**config.mk**
```make
export PLATFORM = sky130hd
export DESIGN_NAME = ram_word_sequencer
export DESIGN_NICKNAME = d
export VERILOG_FILES = /design/src/rtl/ram_word_sequencer.sv
export SDC_FILE = /design/constraint.sdc
export NUM_CORES = 1
export LEC_CHECK = 0
export BUFFER_PORTS_ARGS = -buffer_cell sky130_fd_sc_hd__clkbuf_2
export CORE_MARGIN = 2
export CORE_UTILIZATION = 37
export DETAILED_ROUTE_END_ITERATION = 10
export PLACE_DENSITY = 0.67
export SLEW_MARGIN = 15
export SYNTH_ARGS = -nofsm -noshare
export SYNTH_HDL_FRONTEND = slang
export SYNTH_SLANG_ARGS = --single-unit
export TNS_END_PERCENT = 30
```
**constraint.sdc**
```tcl
create_clock -name Clk -period 5.46 [get_ports Clk]
set_input_delay 0.819 -clock Clk [delete_from_list [all_inputs] [get_ports Clk]]
set_output_delay 0.819 -clock Clk [all_outputs]
set_load 0.02 [all_outputs]
```
**src/rtl/ram_word_sequencer.sv**
```systemverilog
// ram_word_sequencer
// Sequences 8/16/32-bit MIPS load/store requests onto a byte-wide data RAM.
// One RAM byte access per cycle. Data is assembled and split big-endian:
// the lowest address carries the most-significant byte.
//
// Parameters
//   ADDR_W      RAM byte-address width. Addresses wrap modulo 2^ADDR_W. Must be >= 2.
//   RD_LATENCY  0: DataOut is valid in the same cycle as Address.
//               1: DataOut is valid in the following cycle.
//
// Ports
//   Clk, Reset            rising-edge clock and synchronous active-high reset
//   Req/Wr/Size/Signed    request strobe (sampled only in IDLE), store/load,
//                         size (00 byte, 01 half, 1x word), sign-extend loads
//   Addr, WData           byte address and right-justified store data
//   RData                 load result, held until the next Done
//   Busy, Done, AlignErr  status: busy outside IDLE, one-cycle completion pulse,
//                         misalignment flag (pulses with Done)
//   Enable, ReadWrite,    RAM interface. This block is the RAM's only driver.
//   Address, DataIn,
//   DataOut
//
// Optional feature: define RAM_SEQ_ALIGN_CHECK_EN to reject misaligned half/word
// requests with AlignErr. Without it, misaligned low address bits are cleared and
// the access proceeds normally.
module ram_word_sequencer #(
  parameter int unsigned ADDR_W     = 10,
  parameter int unsigned RD_LATENCY = 0
) (
  input  logic              Clk,
  input  logic              Reset,
  input  logic              Req,
  input  logic              Wr,
  input  logic [1:0]        Size,
  input  logic              Signed,
  input  logic [ADDR_W-1:0] Addr,
  input  logic [31:0]       WData,
  output logic [31:0]       RData,
  output logic              Busy,
  output logic              Done,
  output logic              AlignErr,
  output logic              Enable,
  output logic              ReadWrite,
  output logic [ADDR_W-1:0] Address,
  output logic [7:0]        DataIn,
  input  logic [7:0]        DataOut
);

  localparam logic [1:0] StIdle = 2'd0;
  localparam logic [1:0] StXfer = 2'd1;
  localparam logic [1:0] StTail = 2'd2;
  localparam logic [1:0] StDone = 2'd3;

  localparam bit LatRead1 = (RD_LATENCY == 1);

  logic [1:0]        state_q, state_d;
  logic              wr_q, wr_d;
  logic              sgn_q, sgn_d;
  logic [1:0]        last_q, last_d;   // byte count minus one
  logic [1:0]        idx_q, idx_d;
  logic [ADDR_W-1:0] base_q, base_d;
  logic [31:0]       wsh_q, wsh_d;     // store bytes, next byte to send in [31:24]
  logic [31:0]       rsh_q, rsh_d;     // load bytes shifted in from the right
  logic [31:0]       rdata_q, rdata_d;
  logic              aerr_q, aerr_d;

  logic [1:0]        req_last;
  logic [ADDR_W-1:0] req_base;
  logic              req_misal;
  logic              capture;
  logic [31:0]       rd_asm;

  always_comb begin
    unique case (Size)
      2'b00:   req_last = 2'd0;
      2'b01:   req_last = 2'd1;
      default: req_last = 2'd3;
    endcase
    req_base = {Addr[ADDR_W-1:2], Addr[1:0] & ~req_last};
  end

`ifdef RAM_SEQ_ALIGN_CHECK_EN
  assign req_misal = (Addr[1:0] & req_last) != 2'b00;
`else
  // No rejection: misaligned bits are simply dropped from the base address.
  assign req_misal = 1'b0;
`endif

  always_comb begin
    state_d = state_q;
    wr_d    = wr_q;
    sgn_d   = sgn_q;
    last_d  = last_q;
    idx_d   = idx_q;
    base_d  = base_q;
    wsh_d   = wsh_q;
    rdata_d = rdata_q;
    aerr_d  = aerr_q;

    // With a registered RAM the byte for slot idx arrives one cycle late, so the
    // first XFER cycle captures nothing and TAIL captures the last byte.
    capture = !wr_q && ((state_q == StXfer && (!LatRead1 || idx_q != 2'd0)) ||
                        state_q == StTail);
    rsh_d   = capture ? {rsh_q[23:0], DataOut} : rsh_q;

    unique case (last_q)
      2'd0:    rd_asm = {{24{sgn_q & rsh_d[7]}}, rsh_d[7:0]};
      2'd1:    rd_asm = {{16{sgn_q & rsh_d[15]}}, rsh_d[15:0]};
      default: rd_asm = rsh_d;
    endcase

    unique case (state_q)
      StIdle: begin
        if (Req) begin
          wr_d   = Wr;
          sgn_d  = Signed;
          last_d = req_last;
          base_d = req_base;
          idx_d  = 2'd0;
          aerr_d = req_misal;
          // Left-justify so every XFER cycle sends wsh_q[31:24].
          unique case (req_last)
            2'd0:    wsh_d = {WData[7:0], 24'h0};
            2'd1:    wsh_d = {WData[15:0], 16'h0};
            default: wsh_d = WData;
          endcase
          state_d = req_misal ? StDone : StXfer;
        end
      end
      StXfer: begin
        idx_d = idx_q + 2'd1;
        wsh_d = {wsh_q[23:0], 8'h0};
        if (idx_q == last_q) begin
          state_d = (!wr_q && LatRead1) ? StTail : StDone;
          if (!wr_q && !LatRead1) rdata_d = rd_asm;
        end
      end
      StTail: begin
        state_d = StDone;
        rdata_d = rd_asm;
      end
      default: state_d = StIdle;
    endcase
  end

  always_ff @(posedge Clk) begin
    if (Reset) begin
      state_q <= StIdle;
      wr_q    <= 1'b0;
      sgn_q   <= 1'b0;
      last_q  <= 2'd0;
      idx_q   <= 2'd0;
      base_q  <= '0;
      wsh_q   <= '0;
      rsh_q   <= '0;
      rdata_q <= '0;
      aerr_q  <= 1'b0;
    end else begin
      state_q <= state_d;
      wr_q    <= wr_d;
      sgn_q   <= sgn_d;
      last_q  <= last_d;
      idx_q   <= idx_d;
      base_q  <= base_d;
      wsh_q   <= wsh_d;
      rsh_q   <= rsh_d;
      rdata_q <= rdata_d;
      aerr_q  <= aerr_d;
    end
  end

  // RAM-side outputs decode from registered state only.
  always_comb begin
    Enable    = (state_q == StXfer);
    ReadWrite = Enable & wr_q;
    Address   = Enable ? base_q + {{(ADDR_W-2){1'b0}}, idx_q} : '0;
    DataIn    = Enable ? wsh_q[31:24] : 8'h0;
    Busy      = (state_q != StIdle);
    Done      = (state_q == StDone);
    AlignErr  = Done & aerr_q;
    RData     = rdata_q;
  end

endmodule

```
==> summary.txt, run 1 <==
Layout
  – Antenna cells: 0
  – Register Area: 0.002282 sq mm
  – Net count, final: 742
  – Area of the multi-input gates: 0.002751 sq mm
  – Filler cells: 1,352
  – Area delta synth->final: 21.77%
  – Fraction of layout cells with a size suffix above 1: 30.29%

Die
  – Io pins: 112
  – Initial core utilization: 38.04%
  – Die width: 123.7 um
  – Die height: 123.7 um
  – Die area: 0.01530 sq mm
  – Rows: 43
  – Core area: 0.01393 sq mm

Worst setup path
  – CP max FO: 6
  – Worst R2R Setup Slack: 2.60 ns
  – Worst Setup EP: Address[8]
  – Worst r2r src: state_q[1]$_SDFFE_PP0P_
  – Crit path DAT: 2.29 ns
  – Setup crit start kind: flip-flop
  – CP Capture Type: primary output
  – CP Class: flip-flop to primary output
  – CP Data Required Time: 4.64 ns
  – Worst Reg-to-Reg Cells: 7
  – Worst reg2reg path endpoint: RData[29]$_SDFFE_PP0P_
  – Worst Setup SP: idx_q[0]$_SDFFE_PP0P_

Synth
  – Post-synthesis sequential area ratio: 43.06%
  – Area share of the largest cell type after synthesis: 43.06%
  – Async SR Flop Fraction: 0%
  – Area leader, netlist: dfxtp_1
  – EDFF count, synth: 0
  – FF+latch count, synth: 114
  – Synth cell types: 47
  – Yosys warning count: 0
  – Ranking of synthesized cells by area: dfxtp_1 43%, nand2_1 6.9%, a21oi_1 6.9%
  – Post-synthesis cell area: 0.005300 sq mm
  – Synthesized area per cell: 8.953 sq um
  – Gate Count Post-Synth: 592
  – Top FF cell, synth: dfxtp_1
  – Net Count, Synth: 657

Global route
  – Initial antenna violation count: 0
  – Total track usage: 18.00%
  – Grt ovf: 0
  – First-pass GRT wire length: 21.53 mm
  – Vias in the first global route: 4,438
  – Largest net degree at the start of global routing: 71

CTS
  – Worst-Skew Late Latency: 0.41 ns
  – CTS max path bufs: 2
  – Reg clk slew, reported paths: 0.06 ns
  – Post-cts gate resize count: 0
  – # hold bufs at CTS: 0
  – Root Driver: clkbuf_16
  – H-tree levels: 4
  – Num Clock Sinks: 114
  – TritonCTS clock tree: done
  – Postcts setup bufs: 0
  – Inserted Clock Buffers: 17

Drt
  – 1st-iter DRT viols: 296
  – Final wirelength: 13.48 mm
  – Routed via count: 4,489
  – DR vias/cell: 5.160
  – DRT Pass-1 Iters: 4
  – WL per Instance: 15.49 um
  – Number of antenna-violating nets in the routed design: 0
  – DRC Markers: 0

Power
  – VDD IR max: 0.0002585 V
  – Cell area power density: 601.6 mW/mm^2
  – Pleak: 2.590 nW

Timing
  – PnR worst setup slack: 2.348 ns
  – Clk_skew: 0.009878 ns
  – Worst Tran Pin Value: 0.8385 ns
  – Final hold slack: 0.4526 ns
  – Slew Viols, Final: 0
  – Final setup fails: 0
  – Minimum clock period: 3.112 ns
  – Total negative slack: 0 ns
  – Highest Clock Rate: 0.3213 GHz
  – RSZ-0062 raised after global routing: false
  – Slew HR: 44.10%
  – Final Cycle Share: 57.00%
  – Final hold vios: 0

Placement
  – Worst slack, placed: 2.353 ns
  – Routability Congestion: 0.8088
  – # port buffers: 110
  – Post-DP HPWL: 8.969 mm

Worst hold path
  – Hold crit path type: flip-flop to flip-flop

Run
  – Max-cap viol count: 0

Outcome
  – Status: completed
sequential cells by signal (all words and copies together), names as in the netlist:
signal / flops
wr_q: 1
idx_q: 2
last_q: 2
state_q: 2
RData: 32
wsh_q: 32
base_q: 10
sgn_q: 1
rsh_q: 32
through the flow:
stage,area (sq um),util (%),std cells,power (mW)
6_report,6454,46.31,870,3.882
5_1_grt,6454,46.31,870,4.128
4_1_cts,6444,46.24,870,3.903
3_5_place_dp,5858,42.04,838,2.808
3_3_place_gp,5858,42.04,838,2.760
2_1_floorplan,5300,-,592,2.464
layer usage:
| metal | part of all wire (%) | vias up | GRT usage, % |
|---|---|---|---|
| li1 | - | 2250 | - |
| met1 | 45 | 2092 | 22.81 |
| met2 | 47 | 124 | 28.37 |
| met3 | 6.4 | 23 | 5.220 |
| met4 | 2.3 | 0 | 8.097 |
| met5 | 0 | - | 0 |
cell type report:
type | count | share of cell area, %
clock buffers | 18 | 6.650
clock inverters | 14 | 2.423
inverters | 5 | 0.2908
multi-input cells | 424 | 42.63
flip-flops and latches | 114 | 35.36
well taps | 180 | 3.490
repair buffers | 115 | 9.151
layout by cell type (no fill, tap or decap), types with 8 or more instances in the layout:
cell type	synthesis	final
nor3_1	11	11
nor2_1	42	42
a311oi_2	12	12
nand3_1	11	11
clkbuf_2	0	109
a21oi_1	73	73
mux2i_1	25	25
a211oi_1	17	17
a21bo_2	16	16
dfxtp_1	114	114
nand2_1	98	98
clkbuf_16	0	17
nor2b_1	11	11
and2_1	13	13
o21ai_0	12	12
a211oi_2	8	8
mux2_2	8	8
a221oi_1	16	16
worst max-delay path: stages, from the launching register on:
cell and delay (ns):
dfxtp_1 0.43, ha_1 0.22, fa_1 0.22, and3_1 0.23
nand2_1 0.09, or3_1 0.35, a21oi_1 0.14, clkbuf_2 0.19
how the worst min path moves through the flow:
stage / cells past startpoint / slack (ns) / from / endpoint
6_report: 2 / 0.45 / wsh_q[1]$_SDFFE_PP0P_ / wsh_q[1]$_SDFFE_PP0P_
2_1_floorplan: 2 / 0.43 / wsh_q[0]$_SDFFE_PP0P_ / wsh_q[0]$_SDFFE_PP0P_
4_1_cts: 2 / 0.45 / wsh_q[1]$_SDFFE_PP0P_ / wsh_q[1]$_SDFFE_PP0P_
5_1_grt: 2 / 0.48 / wsh_q[1]$_SDFFE_PP0P_ / wsh_q[1]$_SDFFE_PP0P_
3_5_place_dp: 2 / 0.44 / wsh_q[1]$_SDFFE_PP0P_ / wsh_q[1]$_SDFFE_PP0P_
3_3_place_gp: 2 / 0.44 / wsh_q[6]$_SDFFE_PP0P_ / wsh_q[6]$_SDFFE_PP0P_
logic make-up (layout without fill, tap and decap cells):
logic type,after synthesis,after routing,synth area share (%)
buffers and inverters,54,152,5.217
muxes,34,34,6.704
and+or+nand+nor,209,209,18.13
DFF,114,114,43.06
xor gates and xnor gates,8,8,1.322
adders and majority gates,8,8,2.030
other,1,1,0.07075
AOI/OAI and AO/OA,164,164,23.47
synthesized netlist by cell type, drive strengths merged (7+ instances only):
library cell  number
buf               30
nor2              42
mux2i             25
and2              13
a311oi            16
a211oi            25
clkbuf            19
mux2               9
dfxtp            114
nand2             99
ha                 7
nor2b             12
o21ai             15
a21oi             74
a21bo             16
a221oi            16
nand3             11
nor3              11
or2                7
power by group:
| group | internal (mW) | switching [mW] |
|---|---|---|
| Clock | 0.678 | 0.409 |
| Sequential | 1.09 | 0.167 |
| Combinational | 0.545 | 0.994 |
| Total | 2.31 | 1.57 |
Power figures use the tool's default switching activity.
==> run 2, diff against run 1 <==
--- a/config.mk
+++ b/config.mk
@@ -9,7 +9,7 @@
 export CORE_MARGIN = 2
 export CORE_UTILIZATION = 37
 export DETAILED_ROUTE_END_ITERATION = 10
-export PLACE_DENSITY = 0.67
+export PLACE_DENSITY = 0.69
 export SLEW_MARGIN = 15
 export SYNTH_ARGS = -nofsm -noshare
 export SYNTH_HDL_FRONTEND = slang
==> constraint.sdc (replaced) <==
create_clock -name Clk -period 2.75 [get_ports Clk]
set_input_delay 0.4125 -clock Clk [delete_from_list [all_inputs] [get_ports Clk]]
set_output_delay 0.4125 -clock Clk [all_outputs]
set_load 0.02 [all_outputs]
==> run 2 against run 1 <==
  * Core utilization increased by 0.83 points
  * Combinational power rose by 110%
  * Critical path depth unchanged
  * Register-to-register slack got worse by 2.1 ns
  * First-iteration DRC count down 19%
  * Global-route usage is 0.22 points lower
  * Flip-flop and latch count unchanged
  * Clock power is 96% higher
  * Die area unchanged
  * Largest power group unchanged
==> summary.txt, run 2 (same netlist as run 1, synthesis figures left out) <==
CTS
  – CTS max path bufs: 2
  – Inserted Clock Buffers: 17
  – # hold bufs at CTS: 0
  – H-tree levels: 4
  – Root Driver: clkbuf_16
  – Num Clock Sinks: 114
  – TritonCTS clock tree: done
  – Worst-Skew Late Latency: 0.41 ns
  – Reg clk slew, reported paths: 0.05 ns

Power
  – VDD IR max: 0.0005314 V
  – Pleak: 2.657 nW
  – Power consumption: 7.801 mW
  – Cell area power density: 1187 mW/mm^2

Layout
  – Most frequent cells in the layout: 113 x dfxtp_1, 109 x clkbuf_2, 98 x nand2_1
  – Area of the multi-input gates: 0.002746 sq mm
  – Antenna cells: 0
  – Core Util, Final: 47.15%
  – Filler cells: 1,332
  – Commonest non-fill, non-tap cell in the layout: dfxtp_1
  – Net count, final: 755
  – Area delta synth->final: 23.96%
  – Register Area: 0.002283 sq mm
  – Fraction of layout cells with a size suffix above 1: 31.58%

Die
  – Rows: 43
  – Core area: 0.01393 sq mm
  – Die height: 123.7 um
  – Initial core utilization: 38.04%
  – Die width: 123.7 um
  – Io pins: 112
  – Die area: 0.01530 sq mm

Placement
  – # port buffers: 110
  – Worst slack, placed: 0.4470 ns
  – Routability Congestion: 0.7647
  – Post-DP HPWL: 8.916 mm

Timing
  – RSZ-0062 raised after global routing: false
  – Total negative slack: 0 ns
  – Highest Clock Rate: 0.3862 GHz
  – Slew HR: 47.51%
  – Clk_skew: 0.008589 ns
  – Worst Tran Pin Value: 0.7872 ns
  – Final hold slack: 0.2201 ns
  – Slew Viols, Final: 0
  – Final setup fails: 0
  – Final Cycle Share: 94.15%
  – Final hold vios: 0
  – PnR worst setup slack: 0.1610 ns
  – Minimum clock period: 2.589 ns

Drt
  – 1st-iter DRT viols: 239
  – Number of antenna-violating nets in the routed design: 0
  – DRT Pass-1 Iters: 5
  – Final wirelength: 13.02 mm
  – DRC Markers: 0
  – WL per Instance: 14.75 um
  – DR vias/cell: 5.062
  – Routed via count: 4,470

Outcome
  – Status: completed

Global route
  – Vias in the first global route: 4,224
  – Largest net degree at the start of global routing: 49
  – Total track usage: 17.79%
  – First-pass GRT wire length: 21.03 mm
  – Grt ovf: 0
  – Initial antenna violation count: 0

Worst setup path
  – Delay of the slowest critical-path stage: 0.37 ns
  – CP max FO: 6
  – CP Cell Sequence: ha_2 > fa_2 > and3_1 > nand2_1 > or3_1 > a21oi_1 > clkbuf_2
  – Setup crit start kind: flip-flop
  – Cell at the slowest stage of the critical path: dfxtp_2
  – CP Capture Type: primary output
  – CP Class: flip-flop to primary output
  – Crit path DAT: 2.18 ns
  – CP Data Required Time: 2.34 ns

Run
  – Max-cap viol count: 0

Worst hold path
  – Hold crit path type: input pin to flip-flop
## run 2: path summary, 6_finish.rpt
| check | from | to | slack [ns] | depth (start not counted) |
|---|---|---|---|---|
| max | idx_q[0]$_SDFFE_PP0P_ | Address[8] | 0.16 | 7 |
| min | Addr[5] | base_q[5]$_SDFFE_PP0P_ | 0.22 | 3 |
| min reg2reg | wsh_q[3]$_SDFFE_PP0P_ | wsh_q[3]$_SDFFE_PP0P_ | 0.45 | 2 |
| max reg2reg | state_q[1]$_SDFFE_PP0P_ | RData[24]$_SDFFE_PP0P_ | 0.50 | 6 |
## run 2: metal layers
metal  part of all wire (%)  routed length [um]  track usage [%]  up-vias
li1                       -                   -                -     2285
met4                    1.3                 169            5.753        0
met5                      0                   0                0        -
met1                     47                6173            23.51     2069
met2                     46                5957            27.54      104
met3                    5.6                 725            5.678       12
## run 2: per-stage QoR
stage / instance area (sq um) / std cells
3_3_place_gp: 5981 / 851
3_5_place_dp: 5981 / 851
5_1_grt: 6570 / 883
4_1_cts: 6564 / 883
6_report: 6570 / 883
2_1_floorplan: 5300 / 592
## run 2: area by class of cell
| class | count | share of cell area, % |
|---|---|---|
| Tap cell | 180 | 3.428 |
| Multi-Input combinational cell | 424 | 41.80 |
| Sequential cell | 114 | 34.76 |
| Timing Repair Buffer | 128 | 10.86 |
| Inverter | 5 | 0.2857 |
| Clock buffer | 23 | 7.275 |
| Clock inverter | 9 | 1.600 |
## run 2: what timing repair did
item	4_1_cts	5_1_grt
setup buffers	0	0
gates resized for setup	0	3
setup endpoints to repair	0	1
## run 2: worst max-delay path, delay by kind of cell, from the launching register on
family | cells | cell delay (ns)
compound gates | 1 | 0.14
flops | 1 | 0.37
fa+ha+maj | 2 | 0.43
buf+inv | 1 | 0.18
simple gates | 3 | 0.64
## run 2: power by group
group          internal [mW]  total, mW  switching [mW]
clock                   1.40       2.14           0.741
sequential              2.17       2.47           0.305
combinational           1.20       3.19            1.98
total                   4.77       7.80            3.03
==> run 3, diff against run 2 <==
--- a/config.mk
+++ b/config.mk
@@ -10,6 +10,7 @@
 export CORE_UTILIZATION = 37
 export DETAILED_ROUTE_END_ITERATION = 10
 export PLACE_DENSITY = 0.69
+export REMOVE_ABC_BUFFERS = 1
 export SLEW_MARGIN = 15
 export SYNTH_ARGS = -nofsm -noshare
 export SYNTH_HDL_FRONTEND = slang
==> run 3 against run 2 <==
  * Wire length down 1.8%
  * Non-clock buffer count down 2
  * Cell area down 1.4%
  * Combinational power down 3%
  * Critical endpoint unchanged
  * Largest power group unchanged
==> summary.txt, run 3 (same netlist as run 1, synthesis figures left out) <==
Layout
  – Most frequent cells in the layout: 113 x dfxtp_1, 108 x clkbuf_2, 98 x nand2_1
  – Filler cells: 1,322
  – Antenna cells: 0
  – Register Area: 0.002283 sq mm
  – Fraction of layout cells with a size suffix above 1: 31.38%
  – Commonest non-fill, non-tap cell in the layout: dfxtp_1
  – Net count, final: 753
  – Area of the multi-input gates: 0.002749 sq mm
  – Area delta synth->final: 22.21%

CTS
  – Root Driver: clkbuf_16
  – # hold bufs at CTS: 0
  – Postcts setup bufs: 0
  – CTS max path bufs: 2
  – Worst-Skew Late Latency: 0.40 ns
  – TritonCTS clock tree: done
  – Num Clock Sinks: 114
  – Reg clk slew, reported paths: 0.05 ns
  – Inserted Clock Buffers: 17
  – H-tree levels: 4
  – Post-cts gate resize count: 0

Worst setup path
  – Setup crit start kind: flip-flop
  – Crit path DAT: 2.16 ns
  – CP Data Required Time: 2.34 ns
  – CP max FO: 6
  – CP Cell Sequence: ha_2 > fa_1 > and3_4 > nand2_1 > or3_1 > a21oi_1 > buf_4
  – Cell family with most CP delay: simple AND/OR/NAND/NOR gates
  – CP Buf/Inv Count: 1
  – Cell at the slowest stage of the critical path: dfxtp_2
  – Delay of the slowest critical-path stage: 0.37 ns
  – CP Capture Type: primary output
  – Worst R2R Setup Slack: 0.42 ns
  – CP Class: flip-flop to primary output

Worst hold path
  – Hold crit path type: input pin to flip-flop

Global route
  – M2 GR Usage: 27.64%
  – Met1 Use GR: 23.03%
  – Largest net degree at the start of global routing: 68
  – Grt ovf: 0
  – Initial antenna violation count: 0
  – First-pass GRT wire length: 21.05 mm
  – Vias in the first global route: 4,339
  – Total track usage: 17.49%
  – Met3 GRT Util: 5.357%
  – Busiest layer in global routing: met2

Power
  – Pleak: 2.609 nW
  – Cell area power density: 1158 mW/mm^2
  – VDD IR max: 0.0004753 V
  – Power consumption: 7.504 mW

Die
  – Initial core utilization: 38.04%
  – Rows: 43
  – Io pins: 112
  – Die width: 123.7 um
  – Die area: 0.01530 sq mm
  – Die height: 123.7 um
  – Core area: 0.01393 sq mm

Timing
  – RSZ-0062 raised after global routing: false
  – Minimum clock period: 2.568 ns
  – PnR worst setup slack: 0.1815 ns
  – Slew HR: 47.28%
  – Slew Viols, Final: 0
  – Final hold vios: 0
  – Highest Clock Rate: 0.3893 GHz
  – Final hold slack: 0.2279 ns
  – Clk_skew: 0.007592 ns
  – Final Cycle Share: 93.40%
  – Final setup fails: 0
  – Worst Tran Pin Value: 0.7908 ns

Drt
  – Routed via count: 4,470
  – WL per Instance: 14.52 um
  – Number of antenna-violating nets in the routed design: 0
  – DRC Markers: 0
  – Final wirelength: 12.80 mm
  – 1st-iter DRT viols: 229
  – DRT Pass-1 Iters: 4
  – DR vias/cell: 5.074

Placement
  – # port buffers: 110
  – Post-DP HPWL: 8.474 mm
  – Routability Congestion: 0.7789
  – Worst slack, placed: 0.3950 ns

Outcome
  – Status: completed

Run
  – Max-cap viol count: 0
## run 3: cell types whose count changed in the layout (fill, tap and decap cells not counted)
cell	before	now
clkinv_2	4	6
bufinv_16	2	0
and3_4	0	1
buf_12	2	0
and3_1	1	0
fa_2	1	0
clkbuf_2	109	108
clkinv_4	2	1
clkinvlp_4	1	3
clkbuf_8	3	2
buf_4	17	18
fa_1	0	1
## run 3: area by class of cell
class,instances,area share [%]
multi-input cells,424,42.44
well taps,180,3.477
flip-flops and latches,114,35.25
clock inverters,10,0.9465
inverters,5,0.2897
clock buffers,22,7.166
repair buffers,126,10.43
## run 3: through the flow
step                utilization (%)  cells  instance area (sq um)  TNS (ns)
finish                        46.48    881                   6477         0
global route                  46.48    881                   6477         0
CTS                           46.40    881                   6466         0
detailed placement            42.63    849                   5941         0
global placement              42.63    849                   5941         0
floorplan                         -    543                   5042    -14.12
## run 3: final timing paths
check                               start                endpoint  cells after the start
setup / recovery    idx_q[0]$_SDFFE_PP0P_              Address[8]                      7
hold / removal                    Addr[6]  base_q[6]$_SDFFE_PP0P_                      3
setup reg to reg  state_q[1]$_SDFFE_PP0P_  RData[19]$_SDFFE_PP0P_                      7
hold reg to reg    wsh_q[14]$_SDFFE_PP0P_  wsh_q[22]$_SDFFE_PP0P_                      2
## run 3: worst min-delay path, delay by kind of cell
kind | cells | cell delay [ns]
AOI/OAI and AO/OA | 1 | 0.05
and+or+nand+nor | 1 | 0.04
buffers and inverters | 1 | 0.08
## run 3: report_power, final
group,total [mW],internal (mW),switching (mW),leakage [nW]
clock network,1.92,1.19,0.738,0.255
registers,2.47,2.17,0.300,0.933
logic,3.11,1.15,1.96,1.42
## run 3: metal layers
metal	routed length [um]	part of all wire (%)
met1	6209	49
met2	5867	46
met3	574	4.5
met4	144	1.1
met5	0	0
